==> config.mk <==
export PLATFORM = sky130hd
export DESIGN_NAME = simple_out_uart
export DESIGN_NICKNAME = d
export VERILOG_FILES = /design/src/rtl/simple_out_uart.sv
export SDC_FILE = /design/constraint.sdc
export NUM_CORES = 1
export LEC_CHECK = 0
export ABC_AREA = 1
export CORE_ASPECT_RATIO = 1.4
export CORE_MARGIN = 2
export CORE_UTILIZATION = 60
export CTS_CLUSTER_DIAMETER = 150
export DETAILED_ROUTE_END_ITERATION = 7
export MAX_ROUTING_LAYER = met4
export PLACE_DENSITY = 0.79
export SLEW_MARGIN = 10
export SYNTH_ARGS = -nofsm -noshare
export SYNTH_HDL_FRONTEND = slang
export SYNTH_SLANG_ARGS = --single-unit
==> constraint.sdc <==
create_clock -name clk -period 2.7 [get_ports clk]
set_input_delay 0.54 -clock clk [delete_from_list [all_inputs] [get_ports clk]]
set_output_delay 0.54 -clock clk [all_outputs]
set_load 0.01 [all_outputs]
==> src/rtl/simple_out_uart.sv <==
// OUT-instruction UART: queues 16-bit OUT words in a small FIFO and sends each
// as two 8N1 frames (high byte first), stalling the core while the FIFO is full.
module simple_out_uart #(
   parameter int DATA_W       = 16,
   parameter int CLKS_PER_BIT = 434,
   parameter int FIFO_DEPTH   = 4
) (
   input  logic              clk,
   input  logic              rst,
   input  logic              out_valid,
   input  logic [DATA_W-1:0] out_data,
   output logic              stall,
   output logic              txd,
   output logic              tx_busy,
   output logic              ovf_err
);

   localparam int PTR_W = $clog2(FIFO_DEPTH);
   localparam int CNT_W = $clog2(FIFO_DEPTH + 1);
   localparam int BIT_W = $clog2(CLKS_PER_BIT);
   localparam int BYTE_W = DATA_W / 2;
   localparam logic [CNT_W-1:0] FULL_CNT = CNT_W'(FIFO_DEPTH);
   localparam logic [BIT_W-1:0] LAST_TICK = BIT_W'(CLKS_PER_BIT - 1);

   typedef enum logic [1:0] {IDLE, START, DATA, STOP} state_t;

   logic [DATA_W-1:0] fifo_mem [FIFO_DEPTH];
   logic [PTR_W-1:0]  wr_ptr;
   logic [PTR_W-1:0]  rd_ptr;
   logic [CNT_W-1:0]  count;
   logic [CNT_W-1:0]  count_next;

   state_t            state;
   logic [BIT_W-1:0]  bit_cnt;
   logic [2:0]        bit_idx;
   logic [BYTE_W-1:0] shreg;
   logic [BYTE_W-1:0] low_byte;
   logic              low_phase;

   logic              pop;
   logic              push;
   logic              bit_end;
   logic [DATA_W-1:0] head;

   // A pop frees a slot on the same edge, so a push into a full FIFO still lands
   assign pop     = (state == IDLE) && (count != '0);
   assign push    = out_valid && ((count != FULL_CNT) || pop);
   assign bit_end = (bit_cnt == LAST_TICK);
   assign head    = fifo_mem[rd_ptr];

   always_comb begin
      count_next = count;
      if (push && !pop)
         count_next = count + CNT_W'(1);
      else if (!push && pop)
         count_next = count - CNT_W'(1);
   end

   always_ff @(posedge clk) begin
      if (push)
         fifo_mem[wr_ptr] <= out_data;
   end

   always_ff @(posedge clk or negedge rst) begin
      if (!rst) begin
         wr_ptr  <= '0;
         rd_ptr  <= '0;
         count   <= '0;
         stall   <= 1'b0;
         ovf_err <= 1'b0;
      end else begin
         if (push)
            wr_ptr <= wr_ptr + PTR_W'(1);
         if (pop)
            rd_ptr <= rd_ptr + PTR_W'(1);
         count <= count_next;
         stall <= (count_next == FULL_CNT);
         if (out_valid && !push)
            ovf_err <= 1'b1;
      end
   end

   // The high-byte STOP chains straight into the low-byte START; only the
   // low-byte STOP returns to IDLE, which yields the one idle cycle per word.
   always_ff @(posedge clk or negedge rst) begin
      if (!rst) begin
         state     <= IDLE;
         bit_cnt   <= '0;
         bit_idx   <= '0;
         shreg     <= '0;
         low_byte  <= '0;
         low_phase <= 1'b0;
         txd       <= 1'b1;
         tx_busy   <= 1'b0;
      end else begin
         case (state)
            IDLE: begin
               if (pop) begin
                  shreg     <= head[DATA_W-1:BYTE_W];
                  low_byte  <= head[BYTE_W-1:0];
                  low_phase <= 1'b0;
                  bit_cnt   <= '0;
                  txd       <= 1'b0;
                  tx_busy   <= 1'b1;
                  state     <= START;
               end
            end
            START: begin
               if (bit_end) begin
                  bit_cnt <= '0;
                  bit_idx <= '0;
                  txd     <= shreg[0];
                  state   <= DATA;
               end else begin
                  bit_cnt <= bit_cnt + BIT_W'(1);
               end
            end
            DATA: begin
               if (bit_end) begin
                  bit_cnt <= '0;
                  if (bit_idx == 3'd7) begin
                     txd   <= 1'b1;
                     state <= STOP;
                  end else begin
                     bit_idx <= bit_idx + 3'd1;
                     shreg   <= {1'b0, shreg[BYTE_W-1:1]};
                     txd     <= shreg[1];
                  end
               end else begin
                  bit_cnt <= bit_cnt + BIT_W'(1);
               end
            end
            STOP: begin
               if (bit_end) begin
                  bit_cnt <= '0;
                  if (!low_phase) begin
                     shreg     <= low_byte;
                     low_phase <= 1'b1;
                     txd       <= 1'b0;
                     state     <= START;
                  end else begin
                     tx_busy <= 1'b0;
                     state   <= IDLE;
                  end
               end else begin
                  bit_cnt <= bit_cnt + BIT_W'(1);
               end
            end
            default: begin
               state <= IDLE;
               txd   <= 1'b1;
            end
         endcase
      end
   end

endmodule

; Yosys cells after proc, flatten, opt, wreduce, memory -nomap -nowiden
; Memory sizes are Yosys's and may differ from the RTL's.
; Index checks and enable logic that the tools add are counted.
; Widths: inputs -> output; s select.
[totals]
register_bits = 42
ramBits = 64
output_inout_bits = 4
elab_cells = 93
n_memories = 1
[mem_list]
columns = memory, words, word_bits, rd, rd_ports_with_merged_regs, wr, line_no
row1 = fifo_mem, 4, 16, 1, 0, 1, 27  ; logic [DATA_W-1:0] fifo_mem [FIFO_DEPTH];
[classes]
add_sub_neg = 6
eq_ne = 15
muxes = 37
reduce_logical = 21
[ops]
columns = operator, count
row1 = $mux 8, 5
row2 = $pmux 8 s3, 1
row3 = $mux 9, 2
row4 = $pmux 9 s2, 1
row5 = $ne 2x2->1 const B, 8
row6 = $mux 3, 5
row7 = $mux 1, 13
row8 = $mux 2, 5
row9 = $reduce_and 5->1, 2
row10 = $add 9x1->9 const B, 1
row11 = $eq 9x9->1 const B, 1
row12 = $pmux 2 s4, 1
row13 = $reduce_and 4->1, 2
row14 = $add 3x1->3 const B, 2
row15 = $eq 3x3->1 const B, 2
row16 = $pmux 3 s2, 1
row17 = $reduce_and 6->1, 1
row18 = $reduce_bool 3->1, 2
row19 = $logic_and 1x1->1, 5
row20 = $add 2x1->2 const B, 2
row21 = $eq 2x2->1 const B, 2
row22 = $pmux 1 s2, 2
row23 = $pmux 1 s4, 1
row24 = $reduce_bool 2->1, 2
row25 = other kinds (9), 10

; Depth between registers and ports, before layout
; Gate-level depths: netlist of the first run.
[logic_depth]
ltp_word = 9
ltp_mapped = 11
depth_no_buf = 10

; Worst setup path before layout of the first run
; OpenSTA, ideal clock, no wires.
[synth_path]
kind = flip-flop to flip-flop
from = register state[0]
to = memory fifo_mem[0][0], enable pin
setup_ns = 0.389
t_arrival_ns = 1.810
required_time_ns = 2.311
setup_slack_ns = 0.502
path_stages_with_launch = 8
cell_sequence = dfrtp_1 inv_1 ha_1 buf_4 inv_1 nand3_1 nand2_1 nor2_1
[synth_between]
elab_chain_cells = 6
[synth_lines]
columns = item, line_no
row1 = "start, declared", 33  ; state_t state;
row2 = "start signal, assigned", 87  ; state <= IDLE;
row3 = "start signal, assigned", 105  ; state <= START;
row4 = "start signal, assigned", 113  ; state <= DATA;
row5 = $logic_not 2->1, 46  ; assign pop = (state == IDLE) && (count != '0);
row6 = $logic_and 1x1->1, 46
row7 = $logic_or 1x1->1, 47  ; assign push = out_valid && ((count != FULL_CNT) || pop);
row8 = $logic_and 1x1->1, 47
row9 = $mux 1, 60  ; if (push)
row10 = $mux 1 (not written as such), 61  ; fifo_mem[wr_ptr] <= out_data;
row11 = "end, declared", 27
; No other way between the ends.

; Worst setup path in the final report of the first run
[layout_path]
from = register state[0]
to = memory fifo_mem[1][4], enable pin
; The elaborated chain is that of the path after synthesis.

==> results.sh, run 1 <==
export IMPL_arrival_ns=2.17
export IMPL_syn_nets=518
export IMPL_tns_ns=0
export IMPL_hold_path_class="input port to asynchronous set/reset pin"
export IMPL_ctsLongestPathBuffers=2
export IMPL_r2r_setup_slack_ns=0.58
export IMPL_total_power_mw=3.50
export IMPL_wire_per_inst_um=14.2
export IMPL_grt_setup_unrepaired="false"
export IMPL_ys_types=34
export IMPL_ant_nets=0
export IMPL_ys_seq_area_share_pct=62.0
export IMPL_root_buffer="clkbuf_8"
export IMPL_vdd_drop_max_v=0.000643
export IMPL_crit_family="buffers and inverters"
export IMPL_grt_pass1_vias=3140
export IMPL_drc=0
export IMPL_path_buf_inv=3
export IMPL_routed_via_density=5.31
export IMPL_slowest_delay_ns=0.42
export IMPL_crit_type="flip-flop to flip-flop"
export IMPL_combPwrFrac_pct=14.9
export IMPL_swShare_pct=26.3
export IMPL_grt_ovfl_total=0
export IMPL_hold_viol_final=0
export IMPL_cp_endpoint="fifo_mem[1][4]"
export IMPL_insertion_delay_ns=0.37
export IMPL_gp_congestion=0.853
export IMPL_fmaxAchievable_ghz=0.471
export IMPL_htreeDepth=3
export IMPL_slew_violations=0
export IMPL_ys_ff_latch=106
export IMPL_postCtsSetupRepairBufs=0
export IMPL_clkTransAtPathRegs_ns=0.10
export IMPL_clock_sinks=106
export IMPL_syn2layout_area_growth_pct=9.97
export IMPL_min_period_ns=2.12
export IMPL_powerDensity_nw_per_um2=664
export IMPL_clkPwrFrac_pct=26.4
export IMPL_cts_resized=0
export IMPL_fin_nets=541
export IMPL_grt_use_total_pct=22.3
export IMPL_dieArea_um2=8730
export IMPL_die_h_um=110
export IMPL_dr_pass1_iters=4
export IMPL_critPathLaunch="state[0]"
export IMPL_r2r_end="fifo_mem[1][4]"
export IMPL_cts_buffers=9
export IMPL_grt_busiest_layer="met2"
export IMPL_synthCells=483
export IMPL_status="finished, final reports clean"
export IMPL_die_x_um=79.5
export IMPL_drt_iter0_markers=219
export IMPL_rows=38
export IMPL_fillers=597
export IMPL_tritoncts="done"
export IMPL_postSynthAreaPerCell_um2=9.92
export IMPL_grt_util_met2_pct=40.4
export IMPL_met3_usage_pct=2.96
export IMPL_post_dp_hpwl_um=6070
export IMPL_vias=3241
export IMPL_cp_max_fo=16
export IMPL_fp_coreArea_um2=7750
export IMPL_max_slew_margin_pct=38.7
export IMPL_antenna_found_initial=0
export IMPL_leakagePower_nw=2.21
export IMPL_setup_viol=0
export IMPL_maxCapViolations=0
export IMPL_syn_area_um2=4790
export IMPL_diodes=0
export IMPL_grt_max_degree=43
export IMPL_end_kind="flip-flop"
export IMPL_worstPathRequired_ns=2.75
export IMPL_final_layout_size_suffix_gt1_share_pct=7.06
export IMPL_grt_pass1_wl_um=14400
export IMPL_crit_path_cell_trace="inv_1 > ha_1 > inv_1 > nand3_1 > nand2_1 > nor2_1 > buf_4"
export IMPL_skew_ns=0.0127
export IMPL_reg2reg_from="state[0]"
export IMPL_cp_start_kind="flip-flop"
export IMPL_routed_wl_um=8660
export IMPL_yosysWarnings=0
export IMPL_cts_hold_buf=0
export IMPL_critical_path_slowest_cell="dfrtp_1"
export IMPL_p_int_mw=2.58
export IMPL_crit_path_frequent_cell="inv_1"
export IMPL_p_sw_mw=0.920
export IMPL_power_frac_seq_pct=58.7
export IMPL_start_util_pct=61.9
export IMPL_worstMarginPinSlew_ns=0.919
export IMPL_io_buffers=22
export IMPL_io_pins=23
export IMPL_period_share_pct=78.6
export IMPL_cp_num_cells=7
export IMPL_globalRouteMet1Util_pct=25.0
export IMPL_r2r_cells=7
## cell type report
| cell class | count | area, um2 | area share, % |
|---|---|---|---|
| tap | 100 | 125 | 2.37 |
| multi-input combinational | 310 | 1540 | 29.3 |
| inverter | 52 | 195 | 3.70 |
| timing repair buffer | 27 | 253 | 4.79 |
| sequential | 106 | 2970 | 56.4 |
| clock inverter | 6 | 57.6 | 1.09 |
| clock buffer | 9 | 124 | 2.35 |
## placed cells by master, fill, tap and decap left out, types with 2 or more instances in the layout
cell and count:
o21ai_0 49, xnor2_1 2, nor2_1 62, o21ai_1 2, edfxtp_1 64, dfrtp_1 41, inv_2 6, ha_1 16
inv_1 46, nand2_2 2, a21oi_1 3, nand4_1 5, nand2_1 117, nor2_2 2, o22ai_1 10, clkdlybuf4s50_1 21
nand3_1 22, o21bai_1 2, clkinvlp_2 2, clkbuf_8 9, buf_4 5, xor2_1 5
## sequential cells by signal, indices dropped and copies added (netlist names)
name / flops
bit_cnt: 9
bit_idx: 3
count: 3
fifo_mem: 64
low_byte: 8
low_phase: 1
ovf_err: 1
rd_ptr: 2
shreg: 8
stall: 1
state: 2
tx_busy: 1
txd: 1
wr_ptr: 2
## synth_stat cells, drive strengths merged
cell type  count  area [um2]
o21ai         51         255
edfxtp        64        1920
o211ai         1        7.51
nor3           1        5.00
nand4          5        31.3
inv           52         195
o22ai         10        62.6
a31oi          1        6.26
buf           13        72.6
nand2        120         463
nand3         22         110
nor2          65         256
ha            16         200
dfstp          1        26.3
xor2           5        43.8
a21oi          5        40.0
o31ai          1        7.51
clkbuf         2        8.75
o21a           1        7.51
or2            1        6.26
nand3b         1        7.51
o21bai         2        15.0
dfrtp         41        1030
xnor2          2        17.5
## cells by family (layout without fill, tap and decap cells)
kind of cell	after synthesis	count (layout)	share of synthesized area, %
fa+ha+maj	16	16	4.18
compound gates	72	72	8.38
simple gates	215	215	18.4
flops	106	106	62.0
xor+xnor	7	7	1.28
buf+inv	67	94	5.77
## worst min-delay path by stage
stage,from,end,slack (ns),cells after the start
CTS,rst,bit_idx[0],0.33,1
global placement,txd,txd,0.45,2
floorplan,rst,bit_cnt[0],0.24,0
global route,rst,bit_idx[0],0.37,1
detailed placement,tx_busy,tx_busy,0.47,2
finish,rst,bit_idx[0],0.29,1
## metrics by stage
stage | hold WS, ns | setup WS (ns) | instances | util [%] | instance area (um2)
2_1_floorplan | 0.244 | 0.502 | 483 | - | 4790
3_3_place_gp | 0.450 | 0.745 | 595 | 65.7 | 5090
3_5_place_dp | 0.467 | 0.581 | 595 | 65.7 | 5090
4_1_cts | 0.332 | 0.551 | 610 | 68.0 | 5270
5_1_grt | 0.369 | 0.306 | 610 | 68.0 | 5270
6_report | 0.290 | 0.577 | 610 | 68.0 | 5270
## layer usage
layer,vias up,share of wire [%],wire [um]
met2,60,55,4720
met3,9,3.1,266
li1,1627,-,-
met5,-,0,0
met1,1545,41,3550
met4,0,1.3,113
## power groups by stage
stage          Combinational, mW  Sequential (mW)  Clock [mW]
3_5_place_dp               0.528             2.09           0
6_report                   0.521             2.06       0.926
5_1_grt                    0.594             2.08        1.00
4_1_cts                    0.531             2.06       0.939
2_1_floorplan              0.319             2.08           0
3_3_place_gp               0.499             2.08           0
## worst register-to-register path: cells and delay by family, from the launching register on
family                     cells  cell delay (ns)
and+or+nand+nor                3             0.47
DFF                            1             0.42
buffers and inverters          3             0.54
adders and majority gates      1             0.38
Power figures use the tool's default switching activity.
==> run 2, diff against run 1 <==
==> constraint.sdc (replaced) <==
create_clock -name clk -period 2.2 [get_ports clk]
set_input_delay 0.44 -clock clk [delete_from_list [all_inputs] [get_ports clk]]
set_output_delay 0.44 -clock clk [all_outputs]
set_load 0.01 [all_outputs]
==> results.sh, run 2 (synthesis results as in run 1) <==
export IMPL_tritoncts="done"
export IMPL_routed_via_density=5.26
export IMPL_r2r_setup_slack_ns=0.23
export IMPL_end_kind="flip-flop"
export IMPL_setup_viol=0
export IMPL_largest_register="fifo_mem"
export IMPL_grt_setup_unrepaired="false"
export IMPL_reg_top3="fifo_mem: 64 flops, bit_cnt: 9 flops"
export IMPL_postCtsSetupRepairBufs=0
export IMPL_vdd_drop_max_v=0.000708
export IMPL_worstMarginPinSlew_ns=0.480
export IMPL_leakagePower_nw=2.27
export IMPL_crit_path_cell_trace="inv_1 > ha_1 > inv_1 > nand3_1 > nand2_1 > nor2_1 > buf_12"
export IMPL_io_buffers=22
export IMPL_dr_pass1_iters=4
export IMPL_postLayoutCellArea_um2=5400
export IMPL_start_util_pct=61.9
export IMPL_grt_ovfl_total=0
export IMPL_wire_per_inst_um=14.3
export IMPL_cp_start_kind="flip-flop"
export IMPL_diodes=0
export IMPL_vias=3248
export IMPL_powerDensity_nw_per_um2=832
export IMPL_hold_viol_final=0
export IMPL_final_layout_size_suffix_gt1_share_pct=8.12
export IMPL_crit_path_frequent_cell="inv_1"
export IMPL_cts_buffers=9
export IMPL_htreeDepth=3
export IMPL_io_pins=23
export IMPL_fmaxAchievable_ghz=0.507
export IMPL_dieArea_um2=8730
export IMPL_fp_coreArea_um2=7750
export IMPL_cp_max_fo=16
export IMPL_grt_pass1_wl_um=14500
export IMPL_placed_area_um2=5180
export IMPL_fin_nets=547
export IMPL_die_x_um=79.5
export IMPL_slowest_delay_ns=0.43
export IMPL_rows=38
export IMPL_worstPathRequired_ns=2.29
export IMPL_ctsLongestPathBuffers=2
export IMPL_holdWs_ns=0.0118
export IMPL_skew_ns=0.0124
export IMPL_path_buf_inv=3
export IMPL_maxCapViolations=0
export IMPL_gp_congestion=0.829
export IMPL_grt_use_total_pct=22.7
export IMPL_status="finished, final reports clean"
export IMPL_root_buffer="clkbuf_8"
export IMPL_clkTransAtPathRegs_ns=0.10
export IMPL_ant_nets=0
export IMPL_hold_path_class="input port to asynchronous set/reset pin"
export IMPL_largest_reg_flops=64
export IMPL_critical_path_slowest_cell="dfrtp_1"
export IMPL_crit_family="simple AND/OR/NAND/NOR gates"
export IMPL_clock_sinks=106
export IMPL_syn2layout_area_growth_pct=12.7
export IMPL_drt_iter0_markers=233
export IMPL_slew_violations=0
export IMPL_routed_wl_um=8800
export IMPL_final_instance_count_excl_fill=617
export IMPL_post_dp_hpwl_um=6190
export IMPL_final_common_cell="nand2_1"
export IMPL_final_core_util_pct=69.7
export IMPL_max_slew_margin_pct=68.0
export IMPL_period_share_pct=89.6
export IMPL_grt_max_degree=34
export IMPL_crit_type="flip-flop to flip-flop"
export IMPL_place_inst=601
export IMPL_final_cell_mix="117 x nand2_1, 64 x edfxtp_1, 62 x nor2_1"
export IMPL_min_period_ns=1.97
export IMPL_drc=0
export IMPL_arrival_ns=2.06
export IMPL_antenna_found_initial=0
export IMPL_die_h_um=110
export IMPL_cts_hold_buf=0
export IMPL_tns_ns=0
export IMPL_grt_pass1_vias=3165
export IMPL_insertion_delay_ns=0.37
export IMPL_cts_resized=0
[run 2: changes by cell type in the layout (fill, tap and decap cells not counted)]
cell	change
buf_12	+4
buf_4	+2
bufinv_16	+1
clkinv_1	+1
clkinv_2	-1
clkinvlp_2	-2
clkinvlp_4	+2
[run 2: path summary, 6_finish.rpt]
check                         start              to  depth (start not counted)
min in group clk                txd             txd                          2
setup / recovery           state[0]  fifo_mem[1][1]                          7
setup reg to reg           state[0]  fifo_mem[1][1]                          7
hold reg to reg                 txd             txd                          2
max in group asynchronous       rst       rd_ptr[1]                          2
hold / removal                  rst       low_phase                          1
[run 2: cell type report]
| cell class | instances | area (um2) |
|---|---|---|
| sequential | 106 | 2970 |
| inverter | 52 | 195 |
| clock buffer | 9 | 124 |
| multi-input combinational | 310 | 1540 |
| fill | 577 | 2350 |
| timing repair buffer | 33 | 348 |
| tap | 100 | 125 |
| clock inverter | 7 | 91.3 |
[run 2: layer usage]
metal  GRT usage (%)  vias up  wire length [um]
li1                -     1645                 -
met1            25.2     1533              3620
met3            4.60       11               261
met5               -        -                 0
met2            39.6       59              4740
met4            9.73        0               185
[run 2: power breakdown]
part / internal, mW / leakage [nW] / switching [mW]
clock network: 0.637 / 0.101 / 0.641
registers: 2.42 / 1.09 / 0.101
logic: 0.272 / 1.08 / 0.417
total: 3.33 / 2.27 / 1.16
[run 2: worst reg2reg max path, delay by kind of cell, from the launching register on]
kind / cells / cell delay (ns)
and+or+nand+nor: 3 / 0.54
DFF: 1 / 0.43
buffers and inverters: 3 / 0.40
adders and majority gates: 1 / 0.30
[run 2: metrics by stage]
step                      total power [mW]  setup WS [ns]
final                                 4.49          0.228
after global placement                3.21          0.334
after floorplan                       2.94        0.00177
after detailed placement              3.26          0.249
after global routing                  4.70         0.0558
after CTS                             4.53          0.239
==> run 3, diff against run 2 <==
--- a/config.mk
+++ b/config.mk
@@ -11,7 +11,6 @@
 export CORE_UTILIZATION = 60
 export CTS_CLUSTER_DIAMETER = 150
 export DETAILED_ROUTE_END_ITERATION = 7
-export MAX_ROUTING_LAYER = met4
 export PLACE_DENSITY = 0.79
 export SLEW_MARGIN = 10
 export SYNTH_ARGS = -nofsm -noshare
==> results.sh, run 3 (synthesis results as in run 1) <==
export IMPL_gp_congestion=0.816
export IMPL_vias=3230
export IMPL_leakagePower_nw=2.27
export IMPL_status="finished, final reports clean"
export IMPL_ant_nets=0
export IMPL_ff_latch_area_um2=2970
export IMPL_largest_register="fifo_mem"
export IMPL_hold_viol_final=0
export IMPL_powerDensity_nw_per_um2=832
export IMPL_worstPathRequired_ns=2.29
export IMPL_wire_per_inst_um=14.3
export IMPL_cts_hold_buf=0
export IMPL_clock_sinks=106
export IMPL_dieArea_um2=8730
export IMPL_final_instance_count_excl_fill=617
export IMPL_final_cell_mix="117 x nand2_1, 64 x edfxtp_1, 62 x nor2_1"
export IMPL_io_pins=23
export IMPL_grt_max_degree=34
export IMPL_r2r_end="fifo_mem[1][15]"
export IMPL_r2r_cells=7
export IMPL_ctsLongestPathBuffers=2
export IMPL_drc=0
export IMPL_fillers=577
export IMPL_routed_via_density=5.24
export IMPL_io_buffers=22
export IMPL_slew_violations=0
export IMPL_cp_start_kind="flip-flop"
export IMPL_cp_endpoint="fifo_mem[1][15]"
export IMPL_critical_path_slowest_cell="dfrtp_1"
export IMPL_setup_viol=0
export IMPL_hold_path_class="input port to asynchronous set/reset pin"
export IMPL_dr_pass1_iters=5
export IMPL_fin_nets=547
export IMPL_critPathLaunch="state[0]"
export IMPL_final_layout_size_suffix_gt1_share_pct=8.12
export IMPL_grt_pass1_wl_um=14500
export IMPL_max_slew_margin_pct=67.9
export IMPL_antenna_found_initial=0
export IMPL_htreeDepth=3
export IMPL_final_common_cell="nand2_1"
export IMPL_final_core_util_pct=69.7
export IMPL_maxCapViolations=0
export IMPL_cts_resized=0
export IMPL_r2r_setup_slack_ns=0.23
export IMPL_routed_wl_um=8820
export IMPL_root_buffer="clkbuf_8"
export IMPL_tritoncts="done"
export IMPL_die_h_um=110
export IMPL_arrival_ns=2.06
export IMPL_total_power_mw=4.49
export IMPL_cts_buffers=9
export IMPL_reg_top3="fifo_mem: 64 flops, bit_cnt: 9 flops"
export IMPL_syn2layout_area_growth_pct=12.7
export IMPL_cp_max_fo=16
export IMPL_diodes=0
export IMPL_grt_ovfl_total=0
export IMPL_end_kind="flip-flop"
export IMPL_skew_ns=0.0123
export IMPL_clkTransAtPathRegs_ns=0.10
export IMPL_crit_type="flip-flop to flip-flop"
export IMPL_period_share_pct=89.8
export IMPL_min_period_ns=1.97
export IMPL_fp_coreArea_um2=7750
export IMPL_crit_path_frequent_cell="inv_1"
export IMPL_place_inst=601
export IMPL_largest_reg_flops=64
export IMPL_vdd_drop_max_v=0.000709
export IMPL_insertion_delay_ns=0.37
export IMPL_grt_use_total_pct=22.0
export IMPL_post_dp_hpwl_um=6190
export IMPL_start_util_pct=61.9
export IMPL_slowest_delay_ns=0.43
export IMPL_tns_ns=0
export IMPL_worstMarginPinSlew_ns=0.481
export IMPL_grt_pass1_vias=3157
export IMPL_postCtsSetupRepairBufs=0
export IMPL_die_x_um=79.5
export IMPL_reg2reg_from="state[0]"
export IMPL_grt_setup_unrepaired="false"
export IMPL_rows=38
export IMPL_drt_iter0_markers=232
export IMPL_multi_input_area_um2=1540
export IMPL_crit_path_cell_trace="inv_1 > ha_1 > inv_1 > nand3_1 > nand2_1 > nor2_1 > buf_12"
export IMPL_fmaxAchievable_ghz=0.506
==> run 3: cell counts in the layout (fill, tap and decap cells not counted) <==
No cell type changed its count.
==> run 3: per-layer routing <==
metal / track usage (%) / part of all wire [%]
met5: 0 / 0
met4: 8.62 / 2.2
met3: 5.34 / 3.6
met2: 39.6 / 54
met1: 25.2 / 41
==> run 3: through the flow <==
stage	cell area [um2]	setup WS [ns]	hold slack (ns)
floorplan	4790	0.00177	0.144
global placement	5180	0.334	0.423
detailed placement	5180	0.249	0.422
CTS	5400	0.239	0.0119
global route	5400	0.0584	0.0401
finish	5400	0.225	0.0147
==> run 3: worst min-delay path by stage <==
stage	slack, ns	from	endpoint
final	0.01	rst	low_phase
after global routing	0.04	rst	low_phase
after CTS	0.01	rst	bit_idx[2]
after detailed placement	0.42	rst	bit_idx[1]
after global placement	0.42	rst	bit_idx[1]
after floorplan	0.14	rst	bit_cnt[0]
==> run 3: layout make-up <==
cell class | instances | share of cell area [%]
Inverter | 52 | 3.61
Tap cell | 100 | 2.32
Clock inverter | 7 | 1.69
Multi-Input combinational cell | 310 | 28.6
Clock buffer | 9 | 2.29
Timing Repair Buffer | 33 | 6.44
Sequential cell | 106 | 55.1
==> run 3: power by group <==
group | leakage (nW) | internal (mW) | total [mW] | switching (mW)
clock | 0.101 | 0.637 | 1.28 | 0.644
combinational | 1.08 | 0.271 | 0.687 | 0.415
sequential | 1.09 | 2.42 | 2.53 | 0.101
total | 2.27 | 3.33 | 4.49 | 1.16
==> run 3: critical path, delay by kind of cell (launching register included) <==
family / cells / cell delay [ns]
and+or+nand+nor: 3 / 0.54
adders and majority gates: 1 / 0.30
DFF: 1 / 0.43
buffers and inverters: 3 / 0.40
